--- src/rtl/sketch_counter_dump.sv ---
// Sketch counter bank: saturating per-counter accumulation, with a slice-major
// clear-on-read dump streamed one registered word per cycle.
module sketch_counter_dump #(
  parameter int NUM_COUNTER = 10,
  parameter int NUM_SLICE   = 3,
  parameter int INC_WIDTH   = 16
) (
  input  logic                 SYS_CLK,
  input  logic                 RESET,
  input  logic                 Upd_valid,
  input  logic [7:0]           Upd_slice,
  input  logic [15:0]          Upd_index,
  input  logic [INC_WIDTH-1:0] Upd_inc,
  output logic                 Upd_ready,
  input  logic                 Dump_req,
  output logic [31:0]          Counter,
  output logic                 Counter_valid,
  output logic                 Slice_last,
  output logic                 Dump_done,
  output logic                 Upd_err
);

  localparam int DATA_W = 32;
  localparam int TOTAL  = NUM_SLICE * NUM_COUNTER;
  localparam int IDX_W  = (TOTAL > 1) ? $clog2(TOTAL) : 1;
  localparam int POS_W  = (NUM_COUNTER > 1) ? $clog2(NUM_COUNTER) : 1;
  localparam logic [IDX_W-1:0] LAST_IDX = IDX_W'(TOTAL - 1);
  localparam logic [POS_W-1:0] LAST_POS = POS_W'(NUM_COUNTER - 1);

  typedef enum logic {IDLE, DUMP} state_t;

  state_t              state_q, state_d;
  logic                armed_q, armed_d;
  logic [IDX_W-1:0]    idx_q, idx_d;
  logic [POS_W-1:0]    pos_q, pos_d;
  logic [DATA_W-1:0]   cnt_q [TOTAL];
  logic [DATA_W-1:0]   cnt_d [TOTAL];
  logic [DATA_W-1:0]   counter_q, counter_d;
  logic                valid_q, valid_d;
  logic                slice_last_q, slice_last_d;
  logic                done_q, done_d;
  logic                err_q, err_d;

  logic                accept;
  logic                in_range;
  logic                loading;
  logic [IDX_W-1:0]    rd_idx;
  logic [POS_W-1:0]    rd_pos;

  function automatic logic [DATA_W-1:0] sat_add(input logic [DATA_W-1:0]    a,
                                                input logic [INC_WIDTH-1:0] b);
    logic [DATA_W:0] sum;
    sum = {1'b0, a} + (DATA_W + 1)'(b);
    return sum[DATA_W] ? {DATA_W{1'b1}} : sum[DATA_W-1:0];
  endfunction

  // Ready only once out of reset (armed) and not streaming.
  assign Upd_ready = (state_q == IDLE) && armed_q;
  assign accept    = Upd_valid && Upd_ready;
  assign in_range  = (32'(Upd_slice) < NUM_SLICE) && (32'(Upd_index) < NUM_COUNTER);
  assign loading   = (state_q == DUMP) || Dump_req;
  assign rd_idx    = (state_q == IDLE) ? '0 : idx_q;
  assign rd_pos    = (state_q == IDLE) ? '0 : pos_q;

  always_comb begin
    state_d      = state_q;
    armed_d      = 1'b1;
    idx_d        = idx_q;
    pos_d        = pos_q;
    counter_d    = '0;
    valid_d      = 1'b0;
    slice_last_d = 1'b0;
    done_d       = 1'b0;
    err_d        = accept && !in_range;

    for (int s = 0; s < NUM_SLICE; s++) begin
      for (int c = 0; c < NUM_COUNTER; c++) begin
        cnt_d[s*NUM_COUNTER + c] = cnt_q[s*NUM_COUNTER + c];
        if (accept && in_range && (Upd_slice == 8'(s)) && (Upd_index == 16'(c)))
          cnt_d[s*NUM_COUNTER + c] = sat_add(cnt_q[s*NUM_COUNTER + c], Upd_inc);
      end
    end

    // The word read sees any same-cycle update, then the counter is cleared.
    if (loading) begin
      for (int k = 0; k < TOTAL; k++) begin
        if (IDX_W'(k) == rd_idx) begin
          counter_d = cnt_d[k];
          cnt_d[k]  = '0;
        end
      end
      valid_d      = 1'b1;
      slice_last_d = (rd_pos == LAST_POS);
      done_d       = (rd_idx == LAST_IDX);
      pos_d        = (rd_pos == LAST_POS) ? '0 : rd_pos + POS_W'(1);
      if (rd_idx == LAST_IDX) begin
        idx_d   = '0;
        state_d = IDLE;
      end else begin
        idx_d   = rd_idx + IDX_W'(1);
        state_d = DUMP;
      end
    end
  end

  always_ff @(posedge SYS_CLK or posedge RESET) begin
    if (RESET) begin
      state_q      <= IDLE;
      armed_q      <= 1'b0;
      idx_q        <= '0;
      pos_q        <= '0;
      counter_q    <= '0;
      valid_q      <= 1'b0;
      slice_last_q <= 1'b0;
      done_q       <= 1'b0;
      err_q        <= 1'b0;
      for (int k = 0; k < TOTAL; k++) cnt_q[k] <= '0;
    end else begin
      state_q      <= state_d;
      armed_q      <= armed_d;
      idx_q        <= idx_d;
      pos_q        <= pos_d;
      counter_q    <= counter_d;
      valid_q      <= valid_d;
      slice_last_q <= slice_last_d;
      done_q       <= done_d;
      err_q        <= err_d;
      for (int k = 0; k < TOTAL; k++) cnt_q[k] <= cnt_d[k];
    end
  end

  assign Counter       = counter_q;
  assign Counter_valid = valid_q;
  assign Slice_last    = slice_last_q;
  assign Dump_done     = done_q;
  assign Upd_err       = err_q;

endmodule

--- config.mk ---
export PLATFORM = sky130hd
export DESIGN_NAME = sketch_counter_dump
export DESIGN_NICKNAME = d
export VERILOG_FILES = /design/src/rtl/sketch_counter_dump.sv
export SDC_FILE = /design/constraint.sdc
export NUM_CORES = 2
export LEC_CHECK = 0
export ABC_AREA = 1
export BUFFER_PORTS_ARGS = -buffer_cell sky130_fd_sc_hd__buf_2
export CAP_MARGIN = 25
export CORE_AREA = 2 2 433 435
export CTS_CLUSTER_DIAMETER = 60
export CTS_CLUSTER_SIZE = 20
export DETAILED_ROUTE_END_ITERATION = 8
export DIE_AREA = 0 0 435 437
export GPL_TIMING_DRIVEN = 1
export PLACE_DENSITY = 0.72
export RECOVER_POWER = 100
export SLEW_MARGIN = 25
export SYNTH_ARGS = -nofsm -noshare
export SYNTH_HDL_FRONTEND = slang
export SYNTH_SLANG_ARGS = --single-unit
--- constraint.sdc ---
create_clock -name SYS_CLK -period 39.8 [get_ports SYS_CLK]
set_input_delay 7.96 -clock SYS_CLK [delete_from_list [all_inputs] [get_ports SYS_CLK]]
set_output_delay 7.96 -clock SYS_CLK [all_outputs]
set_load 0.005 [all_outputs]
==> impl_metrics.tcl <==
set metrics [dict create \
    yosys.cell_types.count 67 \
    synth.net_count 13130 \
    power_frac_seq 0.307 \
    nNetsFinal 13101 \
    rsz0062_at_grt "false" \
    layout-drive-gt1-share 0.0497 \
    start_kind "input pin" \
    cts_setup_buffers 0 \
    max_slew_margin -4.79 \
    critPathCaptureType "asynchronous set/reset pin" \
    internal_power_mw 2.15 \
    synth_edf_count 0 \
    synth_seq_area_share 0.304 \
    synth_top_cell_area_share 0.304 \
    area_growth_syn_to_layout_pct 8.79 \
    grt_max_degree 156 \
    power.leakage_nw 45.1 \
    tritoncts "done" \
    start_util 0.448 \
    die_w_um 435 \
    postLayoutCoreUtil 0.487 \
    maxCapViolCount 24 \
    hpwl_um 217000 \
    cts_sinks 1007 \
    cts_resized 0 \
    grt_antenna_before_repair 4 \
    cts_hold_repair.buffers 0 \
    syn_avg_cell_area_sq_um 6.59 \
    pre_cts_slack_ps 25330 \
    fin_crit_ps 21170 \
    synthCells 12571 \
    fin_crit_sh 0.532 \
    die_area_sq_mm 0.190 \
    ys_seq_elements 1007 \
    switchingPower_mw 1.76 \
    hold_ws_ps 494 \
    fill_cells 18975 \
    cp_max_fo 155 \
    h-tree-depth 3 \
    p_comb_frac 0.390 \
    gp_congestion 1.02 \
    routedWlPerCell_um 19.4 \
    portBuffers 80 \
    violations "capacitance limit, slew limit" \
    grt_pass1_vias 77641 \
    drc 0 \
    num_vias 85248 \
    tns_ps 0 \
    syn-cell-area_sq_mm 0.0828 \
    worstSkewPairLatency_ps 800 \
    clockRootBuffer "clkbuf_16" \
    swShare 0.450 \
    fp.dieH_um 437 \
    worstSetupPathType "input pin to asynchronous set/reset pin" \
    routed_wl_um 294000 \
    firstDrtPassIters 7 \
    core_sq_mm 0.185 \
    ant_nets 0 \
    via_per_inst 5.64 \
    synth_ff_type "dfrtp_1" \
    track_usage 0.299 \
    power_mw 3.90 \
    p_per_area_mw_per_mm2 43.3 \
    clock.fmax_mhz 47.2 \
    grt_pass1_wl_um 452000 \
    clock_skew_ps 38.1 \
    io_pins 81 \
    synth_area_leader_cell "dfrtp_1" \
    fp-row-count 158 \
    drv_slew 1260 \
    synthTopCellsByArea "dfrtp_1 (30%), nand2_1 (13%), nor2_1 (7.8%), ha_1 (7.3%), inv_1 (7.1%)" \
    cts_buffer_depth 3 \
    clkPwrFrac 0.302 \
    synthArstFlopShare 1.00 \
    clkTransAtPathRegs_ps 60 \
    drtIter0Drc 9052 \
    ir_drop_uv 40.1 \
    crit_arrival_ps 19860 \
    fin_ws_ps 18630 \
    overflow 0 \
    hp-class "flip-flop to flip-flop" \
    yosysWarnings 0 \
    tightest_slew_ps 8680 \
    crit_required_ps 38490 \
    cts_buffers 120 \
    status "finished, violations left" \
    finalHoldViolCount 0 \
    setup_viol 0 \
]
## final cells by class
class	instances	area (sq um)	share of cell area
clock buffer	129	3100	0.0344
antenna	1	2.50	0.0000278
clock inverter	95	1080	0.0120
tap	2480	3100	0.0344
multi-input combinational	9596	50300	0.558
inverter	1598	6000	0.0666
timing repair buffer	219	1370	0.0152
sequential	1007	25200	0.280
## Yosys cell counts (56+ instances only)
library cell / instances
a21oi_1: 933
clkbuf_1: 305
dfrtp_1: 1007
ha_1: 485
inv_1: 1570
nand2_1: 2900
nand3_1: 774
nand3b_1: 56
nand4_1: 225
nor2_1: 1717
nor3_1: 286
nor4_1: 87
o21ai_0: 736
o22ai_1: 347
or2_2: 174
xnor2_1: 159
xor2_1: 309
## critical path, stage by stage
cell and delay, ps:
buf_2 100, clkinvlp_2 2940, clkbuf_1 2430, clkbuf_1 6050
## cell usage in the layout (no fill, tap or decap), types with 15 or more instances in the layout
cell type / instances
nand2_1: 2900
nor2_1: 1714
inv_1: 1575
dfrtp_1: 1007
a21oi_1: 934
nand3_1: 775
o21ai_0: 759
ha_1: 485
o22ai_1: 347
xor2_1: 309
nor3_1: 270
nand4_1: 225
or2_2: 174
xnor2_1: 159
clkbuf_16: 120
buf_4: 119
nor4_1: 88
clkbuf_1: 63
nand3b_1: 56
o21a_1: 55
buf_2: 37
a31oi_1: 34
o21bai_1: 30
fa_1: 30
inv_6: 30
a21o_1: 29
a211oi_1: 27
a21boi_0: 26
o211ai_1: 21
nor3_2: 20
nor2_2: 17
clkinv_4: 16
o21ai_1: 15
o31ai_1: 15
## power groups by stage
stage	clock network (mW)	registers (mW)	logic, mW
after floorplan	0	1.19	0.900
after global placement	0	1.21	1.49
after detailed placement	0	1.21	1.49
after CTS	1.19	1.20	1.50
after global routing	1.23	1.21	1.67
final	1.18	1.20	1.52
## layer usage
| layer | global-route usage | vias to the layer above | wire length, um |
|---|---|---|---|
| met5 | 0 | - | 14 |
| met4 | 0.130 | 2 | 14800 |
| met3 | 0.0484 | 633 | 26600 |
| met2 | 0.450 | 3695 | 124000 |
| met1 | 0.423 | 39607 | 128000 |
| li1 | - | 41311 | - |
## state kept, by name (all words and copies together), names as in the netlist
signal,flops
Counter,32
pos_q,4
idx_q,5
Slice_last,1
Dump_done,1
Counter_valid,1
state_q,1
cnt_q,960
Upd_err,1
armed_q,1
## metrics by stage
step	cells	area, sq um
4_1_cts	15122	90300
6_report	15125	90100
3_3_place_gp	14898	86200
2_1_floorplan	12571	82800
5_1_grt	15124	90100
3_5_place_dp	14898	86200
## worst paths after layout
check | start | to | slack, ps | cells past startpoint
setup reg to reg | state_q | Counter[22] | 30810 | 39
hold / removal | idx_q[4] | idx_q[4] | 490 | 2
setup / recovery | RESET | cnt_q[719] | 18630 | 4
hold reg to reg | idx_q[4] | idx_q[4] | 490 | 2
min in group asynchronous | RESET | cnt_q[537] | 8830 | 2
max in group SYS_CLK | Upd_index[14] | Counter[22] | 23810 | 43
## cells by family after synthesis
logic type | after synthesis | synth area share
compound gates | 2313 | 0.153
simple gates | 6298 | 0.323
flops | 1007 | 0.304
mux | 1 | 0.000121
buf+inv | 1968 | 0.0900
other cells | 1 | 0.0000453
fa+ha+maj | 515 | 0.0805
xor+xnor | 468 | 0.0495
Power figures use the tool's default switching activity.
